$ cat config.mk
export PLATFORM = sky130hd
export DESIGN_NAME = spi_multi_adapter
export DESIGN_NICKNAME = d
export VERILOG_FILES = /design/src/rtl/spi_multi_adapter.sv
export SDC_FILE = /design/constraint.sdc
export NUM_CORES = 1
export LEC_CHECK = 0
export CELL_PAD_IN_SITES_DETAIL_PLACEMENT = 2
export CELL_PAD_IN_SITES_GLOBAL_PLACEMENT = 2
export CORE_UTILIZATION = 44
export CTS_CLUSTER_SIZE = 20
export DETAILED_ROUTE_END_ITERATION = 16
export GPL_TIMING_DRIVEN = 0
export PLACE_DENSITY = 0.77
export SLEW_MARGIN = 10
export SYNTH_ARGS = -nofsm -noshare
export SYNTH_HDL_FRONTEND = slang
export SYNTH_SLANG_ARGS = --single-unit
$ cat constraint.sdc
create_clock -name clk -period 3.55 [get_ports clk]
set_input_delay 0.5325 -clock clk [delete_from_list [all_inputs] [get_ports clk]]
set_output_delay 0.5325 -clock clk [all_outputs]
set_load 0.02 [all_outputs]
$ cat src/rtl/spi_multi_adapter.sv
// SPI minion bridge to NCHAN val/rdy channels: per-channel outbound and inbound
// circular queues, round-robin inbound reads, saturating dropped-write counter.

module spi_multi_adapter_fifo #(
  parameter int unsigned W     = 8,
  parameter int unsigned DEPTH = 4
) (
  input  logic                     clk,
  input  logic                     reset,
  input  logic                     enq_val,
  output logic                     enq_rdy,
  input  logic [W-1:0]             enq_data,
  input  logic                     deq_rdy,
  output logic [W-1:0]             deq_data,
  output logic [$clog2(DEPTH):0]   count
);

  localparam int unsigned AW   = $clog2(DEPTH);
  localparam int unsigned CNTW = AW + 1;

  logic [W-1:0]  mem [DEPTH];
  logic [AW-1:0] wp;
  logic [AW-1:0] rp;
  logic          enq_fire;
  logic          deq_fire;

  assign enq_rdy  = count < CNTW'(DEPTH);
  assign enq_fire = enq_val & enq_rdy;
  assign deq_fire = deq_rdy & (count != '0);
  assign deq_data = mem[rp];

  // Pointers wrap naturally because DEPTH is a power of two.
  always_ff @(posedge clk or negedge reset) begin
    if (!reset) begin
      wp    <= '0;
      rp    <= '0;
      count <= '0;
    end else begin
      if (enq_fire) wp <= wp + AW'(1);
      if (deq_fire) rp <= rp + AW'(1);
      if (enq_fire && !deq_fire)      count <= count + CNTW'(1);
      else if (!enq_fire && deq_fire) count <= count - CNTW'(1);
    end
  end

  always_ff @(posedge clk) begin
    if (enq_fire) mem[wp] <= enq_data;
  end

endmodule

module spi_multi_adapter #(
  parameter int unsigned PW    = 8,
  parameter int unsigned NCHAN = 4,
  parameter int unsigned DEPTH = 4
) (
  input  logic                         clk,
  input  logic                         reset,
  input  logic                         push_en,
  input  logic                         push_msg_val_wrt,
  input  logic                         push_msg_val_rd,
  input  logic [$clog2(NCHAN)+PW-1:0]  push_msg_data,
  input  logic                         pull_en,
  output logic                         pull_msg_val,
  output logic                         pull_msg_spc,
  output logic [$clog2(NCHAN)+PW-1:0]  pull_msg_data,
  input  logic [NCHAN*PW-1:0]          recv_msg,
  input  logic [NCHAN-1:0]             recv_val,
  output logic [NCHAN-1:0]             recv_rdy,
  output logic [NCHAN*PW-1:0]          send_msg,
  output logic [NCHAN-1:0]             send_val,
  input  logic [NCHAN-1:0]             send_rdy,
  output logic [7:0]                   err_count
);

  localparam int unsigned CW    = $clog2(NCHAN);
  localparam int unsigned NBITS = CW + PW;
  localparam int unsigned CNTW  = $clog2(DEPTH) + 1;

  logic [NCHAN-1:0] mc_wr;
  logic [NCHAN-1:0] mc_rdy;
  logic [NCHAN-1:0] cm_val;
  logic [NCHAN-1:0] cm_deq;
  logic [CNTW-1:0]  mc_cnt  [NCHAN];
  logic [CNTW-1:0]  cm_cnt  [NCHAN];
  logic [PW-1:0]    cm_head [NCHAN];
  logic [CW-1:0]    wr_chan;
  logic [PW-1:0]    wr_payload;
  logic [CW-1:0]    rr;
  logic [CW-1:0]    sel;
  logic [CW-1:0]    idx;
  logic             wr_ev;
  logic             rd_ev;
  logic             wr_drop;
  logic             found;

  assign wr_ev      = push_en & push_msg_val_wrt;
  assign rd_ev      = pull_en & push_msg_val_rd;
  assign wr_chan    = push_msg_data[NBITS-1 -: CW];
  assign wr_payload = push_msg_data[PW-1:0];

  for (genvar i = 0; i < NCHAN; i++) begin : g_chan
    spi_multi_adapter_fifo #(.W(PW), .DEPTH(DEPTH)) u_mc_q (
      .clk      (clk),
      .reset    (reset),
      .enq_val  (mc_wr[i]),
      .enq_rdy  (mc_rdy[i]),
      .enq_data (wr_payload),
      .deq_rdy  (send_rdy[i]),
      .deq_data (send_msg[i*PW +: PW]),
      .count    (mc_cnt[i])
    );
    spi_multi_adapter_fifo #(.W(PW), .DEPTH(DEPTH)) u_cm_q (
      .clk      (clk),
      .reset    (reset),
      .enq_val  (recv_val[i]),
      .enq_rdy  (recv_rdy[i]),
      .enq_data (recv_msg[i*PW +: PW]),
      .deq_rdy  (cm_deq[i]),
      .deq_data (cm_head[i]),
      .count    (cm_cnt[i])
    );
    assign send_val[i] = mc_cnt[i] != '0;
    assign cm_val[i]   = cm_cnt[i] != '0;
  end

  // Write steering; out-of-range channels and full queues both drop.
  always_comb begin
    mc_wr        = '0;
    pull_msg_spc = 1'b1;
    for (int unsigned i = 0; i < NCHAN; i++) begin
      mc_wr[i] = wr_ev && (32'(wr_chan) == i) && mc_rdy[i];
      if (32'(mc_cnt[i]) + (mc_wr[i] ? 32'd2 : 32'd0) >= DEPTH) pull_msg_spc = 1'b0;
    end
    wr_drop = wr_ev & ~(|mc_wr);
  end

  // Round-robin inbound selection starting at rr.
  always_comb begin
    found  = 1'b0;
    sel    = '0;
    idx    = '0;
    cm_deq = '0;
    for (int unsigned k = 0; k < NCHAN; k++) begin
      idx = CW'((32'(rr) + k) % NCHAN);
      if (!found && cm_val[idx]) begin
        found = 1'b1;
        sel   = idx;
      end
    end
    pull_msg_val = rd_ev & found;
    for (int unsigned i = 0; i < NCHAN; i++) begin
      cm_deq[i] = pull_msg_val && (32'(sel) == i);
    end
    pull_msg_data = pull_msg_val ? {sel, cm_head[sel]} : '0;
  end

  always_ff @(posedge clk or negedge reset) begin
    if (!reset) begin
      rr        <= '0;
      err_count <= '0;
    end else begin
      if (pull_msg_val) rr <= (32'(sel) == NCHAN - 1) ? '0 : sel + CW'(1);
      if (wr_drop && err_count != 8'hFF) err_count <= err_count + 8'd1;
    end
  end

endmodule

Word level (Yosys, flattened, before mapping)
Memories as Yosys holds them, arrays and structs flattened. Index checks and enable logic that the tools add are counted.

Add/subtract/negate cells: 41. Magnitude comparators: 17. Eq/ne operators: 7. Muxes and demuxes: 61. Bitwise gates (word level): 22. Reduce and logical (&&, ||, !) cells: 70.

Operators with widths (number): $mux 3 (16); $add 2x1->2 const B (18); $logic_and 1x1->1 (32); $mux 1 (28); $add 3x1->3 const B (8); $lt 3x3->1 const B (8); $reduce_bool 3->1 (8); $sub 3x1->3 const B (8); $and 1x1->1 (20); $logic_not 1->1 (19); $mux 2 (9); $add 3x2->4 (4); $bmux 8 s2 (1); $ge 4x3->1 const B (4); $mux 8 (2); $reduce_bool 2->1 (8); $lt 2x3->1 const B (4); $mux 10 (1); $add 8x1->8 const B (1); $bmux 1 s2 (4); $eq 2x2->1 const B (4); $ne 8x8->1 const B (1); $add 2x2->2 const B (2); $eq 2x1->1 const B (2); 5 further kinds (6).

Flip-flop bits (word level): 66. RAM bits: 256. Bits of input ports: 56. Output and inout bits: 60. Word-level logic and storage cells: 252. Memories kept: 8.

Memory list: g_chan[0].u_cm_q.mem (words 4, bits a word 8, read ports 1, clocked after Yosys merged registers in 0, write ports 1, RTL line 21) `logic [W-1:0] mem [DEPTH];`; g_chan[0].u_mc_q.mem (words 4, bits a word 8, read ports 1, clocked after Yosys merged registers in 0, write ports 1, RTL line 21); g_chan[1].u_cm_q.mem (words 4, bits a word 8, read ports 1, clocked after Yosys merged registers in 0, write ports 1, RTL line 21); g_chan[1].u_mc_q.mem (words 4, bits a word 8, read ports 1, clocked after Yosys merged registers in 0, write ports 1, RTL line 21); g_chan[2].u_cm_q.mem (words 4, bits a word 8, read ports 1, clocked after Yosys merged registers in 0, write ports 1, RTL line 21); g_chan[2].u_mc_q.mem (words 4, bits a word 8, read ports 1, clocked after Yosys merged registers in 0, write ports 1, RTL line 21); 2 more memories.

Depth between registers and ports, before layout
Gate-level depths: netlist of the first run.

Depth after elaboration: 19. Depth in mapped cells: 13. Gate-level depth less buffers: 12.

Cells and area by module
A second synthesis of the first run with hierarchy kept.

Cell total of the unflattened synthesis: 728. Area total of the unflattened synthesis: 13570.5 sq um.

Modules (own cells, without submodules): spi_multi_adapter_fifo at g_chan[2].u_cm_q ... (instances 4, cells each 78, area an instance 1570.3 sq um, seq. area each 1136.1 sq um); spi_multi_adapter_fifo at g_chan[0].u_cm_q ... (instances 4, cells each 77, area an instance 1564.0 sq um, seq. area each 1136.1 sq um); spi_multi_adapter (instances 1, cells each 108, area an instance 1033.5 sq um, seq. area each 250.2 sq um).

Least setup slack after synthesis of the first run
OpenSTA, ideal clock, no wires.

Path kind: register -> register. From: register g_chan[0].u_cm_q.count[0]. To: register g_chan[3].u_cm_q.count[1]. Setup time: 0.125 ns. Arrival: 2.697 ns. Data required time: 3.425 ns. Slack: 0.729 ns. Cell stages (with the launch flop): 12. Buffers on the path: 1. Clock period less this slack: 2.821 ns. Cells stage by stage: dfrtp_1 or3_4 a211oi_1 o22ai_2 buf_2 inv_1 ha_1 nand3_1 ha_1 inv_1 fa_1 mux2_2.

Cells in the longest elaborated chain, start to end: 19. Elaborated cells on any way between the ends: 32. Those cells by class: 1 x eq/ne; 17 x mux; 2 x bitwise; 12 x reduce/logical.

Ends and longest elaborated chain: from (decl) (RTL line 15) `output logic [$clog2(DEPTH):0] count`; from (signal assigned) (RTL line 41) `if (enq_fire && !deq_fire) count <= count + CNTW'(1);`; from (signal assigned) (RTL line 42) `else if (!enq_fire && deq_fire) count <= count - CNTW'(1);`; $reduce_bool 3->1 * (RTL line 124) `assign cm_val[i] = cm_cnt[i] != '0;`; $bmux 1 s2 (RTL line 146) `if (!found && cm_val[idx]) begin`; $mux 1 (not written as such) (RTL line 146); $mux 1 (RTL line 146); $logic_not 1->1 (RTL line 146); $logic_and 1x1->1 (RTL line 146); $mux 1 (RTL line 146); $logic_not 1->1 (RTL line 146); [3 not listed]; $logic_and 1x1->1 (RTL line 146); $mux 2 / $mux 1 (equally long branches) (RTL line 146); $eq 2x2->1 / $and 1x1->1 (equally long branches) (RTL line 153, 151); $logic_and 1x1->1 * (RTL line 153) `cm_deq[i] = pull_msg_val && (32'(sel) == i);`; $and 1x1->1 * (RTL line 29) `assign deq_fire = deq_rdy & (count != '0);`; $logic_not 1->1 (RTL line 41); $logic_and 1x1->1 (RTL line 41); $mux 3 / $reduce_bool 2->1 (equally long branches); to (signal assigned) (RTL line 41); to (signal assigned) (RTL line 42); to (decl) (RTL line 15).

Every way passes the cells marked *; elsewhere a longest branch is shown, timed or not. The select of a mux whose other input is x is not followed. A chain may end at the register's enable or synchronous reset.

Final worst setup path of the first run
From: register g_chan[2].u_cm_q.count[2]. To: output pull_msg_data[7].

Cells in the longest elaborated chain, start to end: 18. Elaborated cells on any way between the ends: 29. Those cells by class: 20 x mux; 2 x bitwise; 7 x reduce/logical.

Ends and longest elaborated chain: from (decl) (RTL line 15); from (signal assigned) (RTL line 41); from (signal assigned) (RTL line 42); $reduce_bool 3->1 * (RTL line 124); $bmux 1 s2 (RTL line 146); $mux 1 (not written as such) (RTL line 146); $mux 1 (RTL line 146); $logic_not 1->1 (RTL line 146); $logic_and 1x1->1 (RTL line 146); $mux 1 (RTL line 146); $logic_not 1->1 (RTL line 146); $logic_and 1x1->1 (RTL line 146); $mux 1 (RTL line 146); $logic_not 1->1 (RTL line 146); $logic_and 1x1->1 (RTL line 146); $mux 2 (RTL line 146); $not 2->3 (not written as such) (RTL line 155) `pull_msg_data = pull_msg_val ? {sel, cm_head[sel]} : '0;`; $bmux 8 s2 (RTL line 155); $mux 8 (not written as such) (2 in a row) (RTL line 155); $mux 10 * (RTL line 155); to (decl) (RTL line 66) `output logic [$clog2(NCHAN)+PW-1:0] pull_msg_data,`.

Marked as above.

==> results of run 1 <==
[flip-flops by register name, indices dropped and copies added (netlist names)]
register	count
g_chan.u_cm_q.rp	8
err_count	8
g_chan.u_mc_q.wp	8
g_chan.u_mc_q.count	12
g_chan.u_cm_q.wp	8
g_chan.u_mc_q.mem	128
g_chan.u_cm_q.mem	128
g_chan.u_cm_q.count	12
g_chan.u_mc_q.rp	8
rr	2
[cell usage after synthesis, types with 5 or more instances]
cell type	count	area share (%)
mux2_2	10	0.84
xnor2_1	39	2.6
inv_1	31	0.87
dfrtp_1	66	12
or3_1	7	0.33
nand2_1	20	0.56
clkbuf_1	8	0.23
and2_1	33	1.5
xor2_1	16	1.1
edfxtp_1	256	58
o21ai_0	9	0.34
nor2_1	11	0.31
mux2i_1	16	1.2
nor3_1	5	0.19
mux4_2	64	11
fa_1	8	1.2
nand3_1	5	0.19
o22ai_1	8	0.38
buf_1	11	0.31
ha_1	42	3.9
nand4_1	7	0.33
[logic make-up after synthesis]
kind of cell / after synthesis
flip-flops: 322
AND/OR/NAND/NOR: 108
multiplexers: 90
buffers and inverters: 59
XOR/XNOR: 55
adder cells (fa/ha/maj): 50
AO/OA/AOI/OAI: 28
[area by class of cell]
class	count	area share (%)
Buffer	28	0.865
Clock buffer	51	6.30
Clock inverter	16	0.995
Inverter	31	0.712
Multi-Input combinational cell	331	23.3
Sequential cell	322	57.1
Tap cell	390	2.99
Timing Repair Buffer	125	7.65
[per-layer routing]
layer	vias up	track usage (%)	part of all wire, %
met2	176	41.3	54
met5	-	0	0
met1	3694	28.2	40
met3	54	3.06	3.7
li1	3060	-	-
met4	0	6.56	2.4
[metrics by stage]
stage                     power (mW)  util (%)
final                           13.6      55.0
after global routing            14.3      55.0
after CTS                       13.8      54.8
after detailed placement        9.86      50.5
after global placement          9.38      50.4
after floorplan                 8.01         -
[repair_timing]
action | in CTS | in global routing
hold buffers | 1 | 0
resized for setup | 18 | 7
setup buffers | 6 | 1
pin swaps | 3 | 1
cloned | 0 | 0
hold endpoints to repair | 9 | 0
endpoints found under the setup margin | 16 | 9
[power by group]
group | total [mW] | leakage, nW | internal, mW | switching, mW
clock | 3.74 | 0.591 | 2.25 | 1.49
combinational | 4.68 | 2.16 | 2.19 | 2.49
sequential | 5.22 | 3.10 | 4.71 | 0.507
[final timing paths]
check | endpoint | slack, ps | cells past startpoint
worst min register to register | err_count[6]$_DFFE_PN0P_ | 510 | 1
worst min-delay path | g_chan[3].u_mc_q.wp[1]$_DFFE_PN0P_ | 430 | 2
max in group asynchronous | g_chan[0].u_mc_q.wp[0]$_DFFE_PN0P_ | 2540 | 3
worst max register to register | g_chan[0].u_cm_q.count[2]$_DFFE_PN0P_ | 230 | 14
min in group clk | err_count[6]$_DFFE_PN0P_ | 510 | 1
worst max-delay path | pull_msg_data[7] | 80 | 9
==> impl_table.tex, run 1 <==
\begin{tabular}{lr}
\hline
Metric & Value \\
\hline
\multicolumn{2}{l}{\textbf{Run status}} \\
Run status & finished, final reports clean \\
\multicolumn{2}{l}{\textbf{Synth}} \\
Distinct cell type count after synthesis & 46 \\
Average cell area after synthesis & between 15 and 20 sq um \\
Post-synth net total & 818 \\
Total of warnings raised by yosys & 0 \\
Xor/xnor share of the synthesized area & 3.61\% \\
Complex-gate fraction of the synthesized area & 1.61\% \\
Multiplexer share of the synthesized area & about an eighth \\
Area fraction in and, or, nand and nor cells after synthesis & 4.83\% \\
Gate count after technology mapping & 712 \\
Post-synthesis cell area & 0.0133 sq mm \\
Main combinational cell family by area after synthesis & multiplexers \\
EDFF count, synth & about 260 \\
Post-synth ARST share & 20.5\% \\
Most common flop cell mapped by yosys & edfxtp\_1 \\
Synthesis-stage register bit count & 322 \\
Adder and majority cell fraction of the synthesized area & 5.14\% \\
Sequential cell area fraction in the yosys report & 70.1\% \\
\multicolumn{2}{l}{\textbf{Layout}} \\
Layout Nets & $\sim$1000 \\
Fillers & 2534 \\
Post-synthesis to final-layout area growth & 22.6\% \\
FF+latch area & 0.00934 sq mm \\
Multi-input gate area in the final layout & about 0.0038 sq mm \\
Filler-free cell count of the finished design & 1294 \\
Count of inserted antenna diode cells & 0 \\
Commonest cells after routing, fill and taps aside & 256 x edfxtp\_1, 104 x clkdlybuf4s50\_1, 66 x dfrtp\_1, 64 x mux4\_2, 42 x ha\_1 \\
Leading cell type in the layout, fill and taps excluded & edfxtp\_1 \\
Final cell area excluding filler cells & between 0.015 and 0.02 sq mm \\
Fraction of final layout cells with drive strength greater than 1 & 18.3\% \\
\multicolumn{2}{l}{\textbf{Placed design}} \\
DP Area & between 0.015 and 0.02 sq mm \\
Detailed-placement wirelength estimate & 23.3 mm \\
Placed Cells & 1219 \\
\# port buffers & approximately 120 \\
Place WS & -347 ps \\
Placer Congestion & a little under 0.8 \\
\multicolumn{2}{l}{\textbf{Worst setup path}} \\
Source of the worst register-to-register timing path & g\_chan[2].u\_cm\_q.count[2]\$\_DFFE\_PN0P\_ \\
Critical path startpoint & g\_chan[2].u\_cm\_q.count[2]\$\_DFFE\_PN0P\_ \\
Worst Path Buf+Inv & 4 \\
Top Family by Delay on Critical Path & buffers and inverters \\
Sort of element at the end of the critical path & primary output \\
Critical path arrival & between 2000 and 3000 ps \\
Dominant cell type by count on the critical path & buf\_4 \\
Critical path, cell by cell & nor3\_4 > buf\_12 > buf\_4 > a211oi\_1 > o22ai\_2 > buf\_4 > mux2i\_1 > o22ai\_1 > dlygate4sd2\_1 \\
Crit Path Max Fanout & 10 \\
Largest stage delay on the critical path & 440 ps \\
Critical path's slowest cell & dfrtp\_1 \\
Type of the worst setup path & register to primary output \\
CP startpoint kind & register \\
CP Data Required Time & 3020 ps \\
\multicolumn{2}{l}{\textbf{Routing}} \\
Wire length per cell & 26.0 um \\
Vias per cell & 5.40 \\
Detailed-route via count & 6984 \\
Number of detailed-route iterations in the first pass & 4 \\
Wire length reported by the detailed router & 33.7 mm \\
Detail Route Antenna Nets & 0 \\
Iteration-0 DRC Markers & 357 \\
Remaining routing DRC violations & 0 \\
\multicolumn{2}{l}{\textbf{CTS}} \\
CTS clock-pin slew for the worst setup and hold paths & approximately 60 ps \\
Clock Tree Root & clkbuf\_16 \\
H-tree lvl count & 2 \\
Source-to-sink clock delay at the later pin of the worst-skew pair & 520 ps \\
Clock buffer count from CTS & 37 \\
TritonCTS clock tree & yes \\
Clk sinks & 322 \\
Buffer depth of the longest clock path & 3 \\
\multicolumn{2}{l}{\textbf{Floorplan}} \\
Overall die area & about 0.031 sq mm \\
Number of cell rows & 63 \\
Die H & 176 um \\
Ports & between 100 and 150 \\
Horiz. Die Dim & 176 um \\
Area of the core region & roughly 0.030 sq mm \\
Starting Density & about 45\% \\
\multicolumn{2}{l}{\textbf{GRT}} \\
Initial antenna violation count & 0 \\
First-pass GRT wire length & 51.4 mm \\
All-Layer GR Usage & 22.7\% \\
Pin count of the biggest net entering global routing & 58 \\
Vias in the first global route & 8075 \\
Total grt overflow & 0 \\
\multicolumn{2}{l}{\textbf{STA}} \\
Maximum clock frequency & 0.288 GHz \\
Transition time at the pin with the least slew margin & slightly below 900 ps \\
Worst setup margin & 78.0 ps \\
Post-route clock skew & 23.0 ps \\
Max-slew headroom & 41.1\% \\
Fraction of the cycle the final worst path needs & 97.8\% \\
Setup\_tns & 0 ps \\
Fin Hold WS & 426 ps \\
Finish-stage setup viols & 0 \\
Time the final worst path needs with I/O delays and setup & 3470 ps \\
RSZ-0062 raised after global routing & false \\
Max Transition Viols Final & 0 \\
Number of hold violations in the final report & 0 \\
\multicolumn{2}{l}{\textbf{Hold path}} \\
Worst min path class & primary input to asynchronous set/reset pin \\
\multicolumn{2}{l}{\textbf{Flow run}} \\
Reported max-cap violation count & 0 \\
\multicolumn{2}{l}{\textbf{Power and ir drop}} \\
VDD IR-drop max & 0.312 mV \\
Ratio of total power to cell area & 834 mW/mm\^{}2 \\
Pleak & 5.85 nW \\
\hline
\end{tabular}
Note: power is estimated with default switching activity, not from simulation.
==> run 2, diff against run 1 <==
--- a/config.mk
+++ b/config.mk
@@ -5,9 +5,10 @@
 export SDC_FILE = /design/constraint.sdc
 export NUM_CORES = 1
 export LEC_CHECK = 0
-export CELL_PAD_IN_SITES_DETAIL_PLACEMENT = 2
-export CELL_PAD_IN_SITES_GLOBAL_PLACEMENT = 2
-export CORE_UTILIZATION = 44
+export CELL_PAD_IN_SITES_DETAIL_PLACEMENT = 0
+export CELL_PAD_IN_SITES_GLOBAL_PLACEMENT = 1
+export CORE_UTILIZATION = 50
+export CTS_CLUSTER_DIAMETER = 120
 export CTS_CLUSTER_SIZE = 20
 export DETAILED_ROUTE_END_ITERATION = 16
 export GPL_TIMING_DRIVEN = 0
==> run 2 against run 1 <==
The flow now finishes with violations (DRC). First-iteration DRC count grew 21%. Register-to-register slack gained 300 ps. Routed wire length shrank 26%. Sequential share of layout area grew 2.6 points. Combinational power shrank 7.1%. Flip-flop and latch count is the same. Clock power shrank 38%. Clock skew shrank 7.9 ps. Fmax grew 1.7%. Hold slack lost 56 ps. Power shrank 14%. Critical path type unchanged. Largest cell class unchanged.
==> impl_table.tex, run 2 (same netlist as run 1, synthesis figures left out) <==
\begin{tabular}{lr}
\hline
Metric & Value \\
\hline
\multicolumn{2}{l}{\textbf{Worst setup path}} \\
Worst Path Buf+Inv & 3 (-1) \\
Type of the worst setup path & register to primary output \\
Crit Path Max Fanout & 10 (unchanged) \\
Top Family by Delay on Critical Path & simple AND/OR/NAND/NOR gates \\
CP Data Required Time & 3020 ps (about the same) \\
CP startpoint kind & register \\
Critical path startpoint & g\_chan[0].u\_cm\_q.count[2]\$\_DFFE\_PN0P\_ \\
Critical path's slowest cell & clkdlybuf4s50\_1 \\
Source of the worst register-to-register timing path & g\_chan[1].u\_cm\_q.count[0]\$\_DFFE\_PN0P\_ \\
Critical path arrival & 2880 ps (-60 ps) \\
Largest stage delay on the critical path & 610 ps (+170 ps) \\
Critical path, cell by cell & or3\_4 > and3\_4 > or4\_4 > buf\_6 > inv\_1 > clkdlybuf4s50\_1 \\
Sort of element at the end of the critical path & primary output \\
\multicolumn{2}{l}{\textbf{GRT}} \\
Initial antenna violation count & 0 (unchanged) \\
First-pass GRT wire length & 38.2 mm (-26\%) \\
Total grt overflow & 0 (unchanged) \\
All-Layer GR Usage & 18.8\% (-3.9 points) \\
Vias in the first global route & 6868 (-15\%) \\
Pin count of the biggest net entering global routing & 63 (+8.6\%) \\
\multicolumn{2}{l}{\textbf{Power and ir drop}} \\
Pleak & 5.52 nW (-5.6\%) \\
VDD IR-drop max & 0.353 mV (+13\%) \\
Ratio of total power to cell area & 753 mW/mm\^{}2 (-9.7\%) \\
\multicolumn{2}{l}{\textbf{Routing}} \\
Wire length reported by the detailed router & 24.9 mm (-26\%) \\
Met1 routed wirelength after detailed routing & 10.9 mm (-19\%) \\
Wire length per cell & 20.7 um (-21\%) \\
Highest routed metal layer & met4 \\
Detailed-route via count & 6593 (-5.6\%) \\
Wire length on met2 & 12.6 mm (-31\%) \\
Amount of wire on met3 after detailed routing & 1.15 mm (-8.2\%) \\
Detail Route Antenna Nets & 0 (unchanged) \\
Remaining routing DRC violations & 12 (+12) \\
Number of detailed-route iterations in the first pass & 11 (+7) \\
Vias per cell & 5.47 (+1.3\%) \\
Iteration-0 DRC Markers & 432 (+21\%) \\
\multicolumn{2}{l}{\textbf{Layout}} \\
Layout Nets & 964 (-1.8\%) \\
Post-layout util & 59.8\% (+4.8 points) \\
Final cell area excluding filler cells & 0.0156 sq mm (-4.4\%) \\
Post-synthesis to final-layout area growth & 17.2\% \\
Fraction of final layout cells with drive strength greater than 1 & 14.8\% (-3.4 points) \\
Leading cell type in the layout, fill and taps excluded & edfxtp\_1 \\
Commonest cells after routing, fill and taps aside & 256 x edfxtp\_1, 105 x clkdlybuf4s50\_1, 66 x dfrtp\_1, 64 x mux4\_2, 42 x ha\_1 \\
Biggest regs & g\_chan.u\_cm\_q.mem x128, g\_chan.u\_mc\_q.mem x128 \\
Filler-free cell count of the finished design & 1206 (-6.8\%) \\
Count of inserted antenna diode cells & 0 (unchanged) \\
\multicolumn{2}{l}{\textbf{STA}} \\
Finish-stage setup viols & 0 (unchanged) \\
Max-slew headroom & 39.9\% (-1.2 points) \\
Worst setup margin & 135 ps (+57.2 ps) \\
Number of hold violations in the final report & 0 (unchanged) \\
RSZ-0062 raised after global routing & false \\
Fraction of the cycle the final worst path needs & 96.2\% (-1.6 points) \\
Post-route clock skew & 15.1 ps (-7.89 ps) \\
Time the final worst path needs with I/O delays and setup & 3410 ps (-57.2 ps) \\
Transition time at the pin with the least slew margin & 901 ps (+17.3 ps) \\
Fin Hold WS & 370 ps (-56.4 ps) \\
Max Transition Viols Final & 0 (unchanged) \\
Maximum clock frequency & 0.293 GHz (+1.7\%) \\
\multicolumn{2}{l}{\textbf{CTS}} \\
Clock Tree Root & clkbuf\_16 \\
H-tree lvl count & 1 (-1) \\
Source-to-sink clock delay at the later pin of the worst-skew pair & 510 ps (about the same) \\
CTS clock-pin slew for the worst setup and hold paths & 80 ps (+20 ps) \\
Clk sinks & 322 (unchanged) \\
Clock buffer count from CTS & 20 (-46\%) \\
TritonCTS clock tree & yes \\
Buffer depth of the longest clock path & 3 (unchanged) \\
\multicolumn{2}{l}{\textbf{Placed design}} \\
Place WS & -265 ps (+82.3 ps) \\
Placed Cells & 1164 (-4.5\%) \\
\# port buffers & 115 (unchanged) \\
Placer Congestion & 0.745 (-3.6\%) \\
DP Area & 0.0149 sq mm (-0.48\%) \\
Detailed-placement wirelength estimate & 17.2 mm (-26\%) \\
\multicolumn{2}{l}{\textbf{Run status}} \\
Violated checks & DRC \\
Run status & complete, but fails checks \\
\multicolumn{2}{l}{\textbf{Hold path}} \\
Worst min path class & primary input to asynchronous set/reset pin \\
\multicolumn{2}{l}{\textbf{Flow run}} \\
Reported max-cap violation count & 0 (unchanged) \\
\multicolumn{2}{l}{\textbf{Floorplan}} \\
Horiz. Die Dim & 165 um (-6.1\%) \\
Die H & 165 um (-6.1\%) \\
Area of the core region & 0.0261 sq mm (-12\%) \\
Starting Density & 51.0\% (+6.2 points) \\
Overall die area & 0.0273 sq mm (-12\%) \\
Ports & 116 (unchanged) \\
Number of cell rows & 59 (-6.3\%) \\
\hline
\end{tabular}
-- run 2: cell count changes in the layout (fill, tap and decap cells not counted), moves of 2 or more --
cell / delta
clkinv_1: -3
bufinv_16: -3
nor3_4: -2
clkinv_2: -9
nor3_1: +2
clkbuf_16: -17
clkbuf_8: -3
clkbuf_1: +3
-- run 2: final cells by class --
cell class	instances	area, sq um
Buffer	28	138
Clock buffer	34	574
Clock inverter	1	20.0
Fill cell	1984	10500
Inverter	31	116
Multi-Input combinational cell	331	3790
Sequential cell	322	9340
Tap cell	335	419
Timing Repair Buffer	124	1230
-- run 2: worst paths after layout --
check                                                   endpoint  slack (ps)  depth (start not counted)
min in group clk                        err_count[7]$_DFFE_PN0P_         510                          1
setup / recovery                                pull_msg_data[8]         140                          6
max in group asynchronous  g_chan[1].u_mc_q.count[1]$_DFFE_PN0P_        2620                          3
setup reg to reg           g_chan[0].u_cm_q.count[2]$_DFFE_PN0P_         530                         12
hold reg to reg                         err_count[7]$_DFFE_PN0P_         510                          1
hold / removal                g_chan[0].u_cm_q.rp[1]$_DFFE_PN0P_         370                          2
-- run 2: routing by layer --
| metal | global-route usage [%] | vias up |
|---|---|---|
| met5 | 0 | - |
| met4 | 3.59 | 0 |
| met3 | 2.45 | 21 |
| met2 | 31.9 | 149 |
| met1 | 26.3 | 3413 |
| li1 | - | 3010 |
-- run 2: per-stage QoR --
step           setup TNS (ps)  power (mW)
2_1_floorplan               0        8.01
3_3_place_gp           -25800        9.35
3_5_place_dp             -265        9.57
4_1_cts                     0        11.9
5_1_grt                     0        12.5
6_report                    0        11.8
-- run 2: timing repair --
action	CTS	global route
buffers inserted	2	4
setup endpoints to repair	11	3
pin swaps	1	2
gates resized for setup	16	2
hold endpoints to repair	4	0
hold buffers	1	0
-- run 2: power by group --
group	switching [mW]	leakage, nW	internal [mW]
logic	2.24	2.14	2.11
clock network	1.19	0.284	1.12
registers	0.416	3.10	4.70
==> run 3, diff against run 2 <==
--- a/config.mk
+++ b/config.mk
@@ -7,12 +7,12 @@
 export LEC_CHECK = 0
 export CELL_PAD_IN_SITES_DETAIL_PLACEMENT = 0
 export CELL_PAD_IN_SITES_GLOBAL_PLACEMENT = 1
-export CORE_UTILIZATION = 50
+export CORE_UTILIZATION = 54
 export CTS_CLUSTER_DIAMETER = 120
 export CTS_CLUSTER_SIZE = 20
 export DETAILED_ROUTE_END_ITERATION = 16
 export GPL_TIMING_DRIVEN = 0
-export PLACE_DENSITY = 0.77
+export PLACE_DENSITY = 0.82
 export SLEW_MARGIN = 10
 export SYNTH_ARGS = -nofsm -noshare
 export SYNTH_HDL_FRONTEND = slang
==> constraint.sdc (replaced) <==
create_clock -name clk -period 4.2 [get_ports clk]
set_input_delay 0.63 -clock clk [delete_from_list [all_inputs] [get_ports clk]]
set_output_delay 0.63 -clock clk [all_outputs]
set_load 0.02 [all_outputs]
==> run 3 against run 2 <==
The run now ends clean. Sequential power fell by 16%. Register-to-register slack improved by 440 ps. Clock-buffer cell count rose by 1.
==> impl_table.tex, run 3 (same netlist as run 1, synthesis figures left out) <==
\begin{tabular}{lr}
\hline
Metric & Value \\
\hline
\multicolumn{2}{l}{\textbf{Run status}} \\
Run status & finished, final reports clean \\
\multicolumn{2}{l}{\textbf{Flow run}} \\
Reported max-cap violation count & 0 (unchanged) \\
\multicolumn{2}{l}{\textbf{Placed design}} \\
Placer Congestion & 0.771 (+3.5\%) \\
\# port buffers & 115 (unchanged) \\
DP Area & 0.0149 sq mm (about the same) \\
Detailed-placement wirelength estimate & 16.8 mm (-2.4\%) \\
\multicolumn{2}{l}{\textbf{Layout}} \\
Count of inserted antenna diode cells & 0 (unchanged) \\
Leading cell type in the layout, fill and taps excluded & edfxtp\_1 \\
Multi-input gate area in the final layout & 0.00375 sq mm (-0.92\%) \\
Fraction of final layout cells with drive strength greater than 1 & 13.7\% (-1.1 points) \\
Post-layout util & 64.1\% (+4.3 points) \\
Final cell area excluding filler cells & 0.0155 sq mm (-0.56\%) \\
Commonest cells after routing, fill and taps aside & 256 x edfxtp\_1, 114 x clkdlybuf4s50\_1, 66 x dfrtp\_1, 64 x mux4\_2, 42 x ha\_1 \\
FF+latch area & 0.00934 sq mm (unchanged) \\
Biggest regs & g\_chan.u\_cm\_q.mem x128, g\_chan.u\_mc\_q.mem x128 \\
Post-synthesis to final-layout area growth & 16.6\% \\
Layout Nets & 958 (-0.62\%) \\
Fillers & 1709 (-14\%) \\
\multicolumn{2}{l}{\textbf{Floorplan}} \\
Ports & 116 (unchanged) \\
Area of the core region & 0.0242 sq mm (-7.2\%) \\
Die H & 159 um (-3.7\%) \\
Overall die area & 0.0253 sq mm (-7.3\%) \\
Number of cell rows & 57 (-3.4\%) \\
Horiz. Die Dim & 159 um (-3.7\%) \\
Starting Density & 55.0\% (+4.0 points) \\
\multicolumn{2}{l}{\textbf{Worst setup path}} \\
Type of the worst setup path & primary input to primary output \\
Critical path arrival & 3380 ps (+500 ps) \\
Source of the worst register-to-register timing path & g\_chan[2].u\_cm\_q.count[2]\$\_DFFE\_PN0P\_ \\
CP startpoint kind & primary input \\
Sort of element at the end of the critical path & primary output \\
CP Data Required Time & 3570 ps (+550 ps) \\
Critical path startpoint & push\_en \\
Crit Path Max Fanout & 10 (unchanged) \\
\multicolumn{2}{l}{\textbf{CTS}} \\
Buffer depth of the longest clock path & 3 (unchanged) \\
Clock buffer count from CTS & 20 (unchanged) \\
TritonCTS clock tree & yes \\
Number of setup buffers added after CTS & 0 (-2) \\
Clock Tree Root & clkbuf\_16 \\
Clk sinks & 322 (unchanged) \\
Source-to-sink clock delay at the later pin of the worst-skew pair & 520 ps (about the same) \\
H-tree lvl count & 1 (unchanged) \\
CTS clock-pin slew for the worst setup and hold paths & 80 ps (about the same) \\
\multicolumn{2}{l}{\textbf{Routing}} \\
Iteration-0 DRC Markers & 383 (-11\%) \\
Detailed-route via count & 6618 (+0.38\%) \\
Wire length per cell & 20.5 um (-0.84\%) \\
Wire length reported by the detailed router & 24.4 mm (-2.2\%) \\
Detail Route Antenna Nets & 0 (unchanged) \\
Vias per cell & 5.56 (+1.7\%) \\
Number of detailed-route iterations in the first pass & 5 (-6) \\
Remaining routing DRC violations & 0 (-12) \\
\multicolumn{2}{l}{\textbf{GRT}} \\
Initial antenna violation count & 0 (unchanged) \\
First-pass GRT wire length & 38.8 mm (+1.5\%) \\
Total grt overflow & 0 (unchanged) \\
Pin count of the biggest net entering global routing & 63 (unchanged) \\
All-Layer GR Usage & 19.9\% (+1.1 points) \\
Vias in the first global route & 6976 (+1.6\%) \\
\multicolumn{2}{l}{\textbf{STA}} \\
Max Transition Viols Final & 0 (unchanged) \\
Transition time at the pin with the least slew margin & 1100 ps (+201 ps) \\
Time the final worst path needs with I/O delays and setup & 4010 ps \\
Max-slew headroom & 26.3\% (-14 points) \\
Maximum clock frequency & roughly 0.25 GHz \\
Setup\_tns & 0 ps (unchanged) \\
RSZ-0062 raised after global routing & false \\
Fraction of the cycle the final worst path needs & between 90\% and 100\% \\
Finish-stage setup viols & 0 (unchanged) \\
Post-route clock skew & 21.2 ps (+6.02 ps) \\
Number of hold violations in the final report & 0 (unchanged) \\
\multicolumn{2}{l}{\textbf{Hold path}} \\
Worst min path class & primary input to asynchronous set/reset pin \\
\multicolumn{2}{l}{\textbf{Power and ir drop}} \\
Pleak & 5.43 nW (-1.6\%) \\
VDD IR-drop max & 0.509 mV (+44\%) \\
Ratio of total power to cell area & 639 mW/mm\^{}2 (-15\%) \\
\hline
\end{tabular}
## run 3: cell type report
type | instances | share of cell area (%)
plain buffers | 28 | 0.854
clock buffers | 35 | 3.72
clock inverters | 1 | 0.129
inverters | 31 | 0.749
multi-input cells | 331 | 24.2
flip-flops and latches | 322 | 60.1
well taps | 324 | 2.61
repair buffers | 118 | 7.67
## run 3: worst max-delay path, stage by stage
cell and delay [ps]:
clkdlybuf4s50_1 460, nand2_1 210, nor4b_2 1000, a222oi_1 270
and3_1 270, clkdlybuf4s50_1 540
## run 3: final timing paths
| check | to | slack (ps) | depth (start not counted) |
|---|---|---|---|
| worst min-delay path | g_chan[0].u_cm_q.rp[1]$_DFFE_PN0P_ | 470 | 2 |
| max in group asynchronous | err_count[0]$_DFFE_PN0P_ | 3180 | 3 |
| worst max-delay path | pull_msg_spc | 190 | 6 |
| min in group clk | err_count[7]$_DFFE_PN0P_ | 510 | 1 |
| worst min register to register | err_count[7]$_DFFE_PN0P_ | 510 | 1 |
| worst max register to register | g_chan[3].u_cm_q.count[2]$_DFFE_PN0P_ | 970 | 13 |
## run 3: routing by layer
| layer | GRT usage [%] | vias to the layer above | share of wire (%) |
|---|---|---|---|
| met3 | 2.87 | 26 | 4.6 |
| met1 | 27.9 | 3449 | 44 |
| met5 | 0 | - | 0 |
| li1 | - | 2993 | - |
| met4 | 5.07 | 0 | 1.9 |
| met2 | 33.3 | 150 | 50 |
## run 3: per-stage QoR
stage	instances	total power, mW	worst slack (ps)	hold WS [ps]
after floorplan	712	6.77	1380	334
after global placement	1151	7.89	56.5	486
after detailed placement	1153	8.08	188	459
after CTS	1190	10.0	109	443
after global routing	1190	10.5	17.4	438
final	1190	9.93	187	467
## run 3: repair_timing
item / in CTS / in global routing
hold buffers: 1 / 0
gates resized for setup: 0 / 1
hold endpoints to repair: 4 / 0
endpoints found under the setup margin: 0 / 1
## run 3: power breakdown
part / switching [mW] / leakage [nW] / internal, mW / total (mW)
logic: 1.88 / 2.05 / 1.77 / 3.65
clock network: 1.01 / 0.285 / 0.952 / 1.96
registers: 0.342 / 3.10 / 3.97 / 4.31
total: 3.23 / 5.43 / 6.70 / 9.93
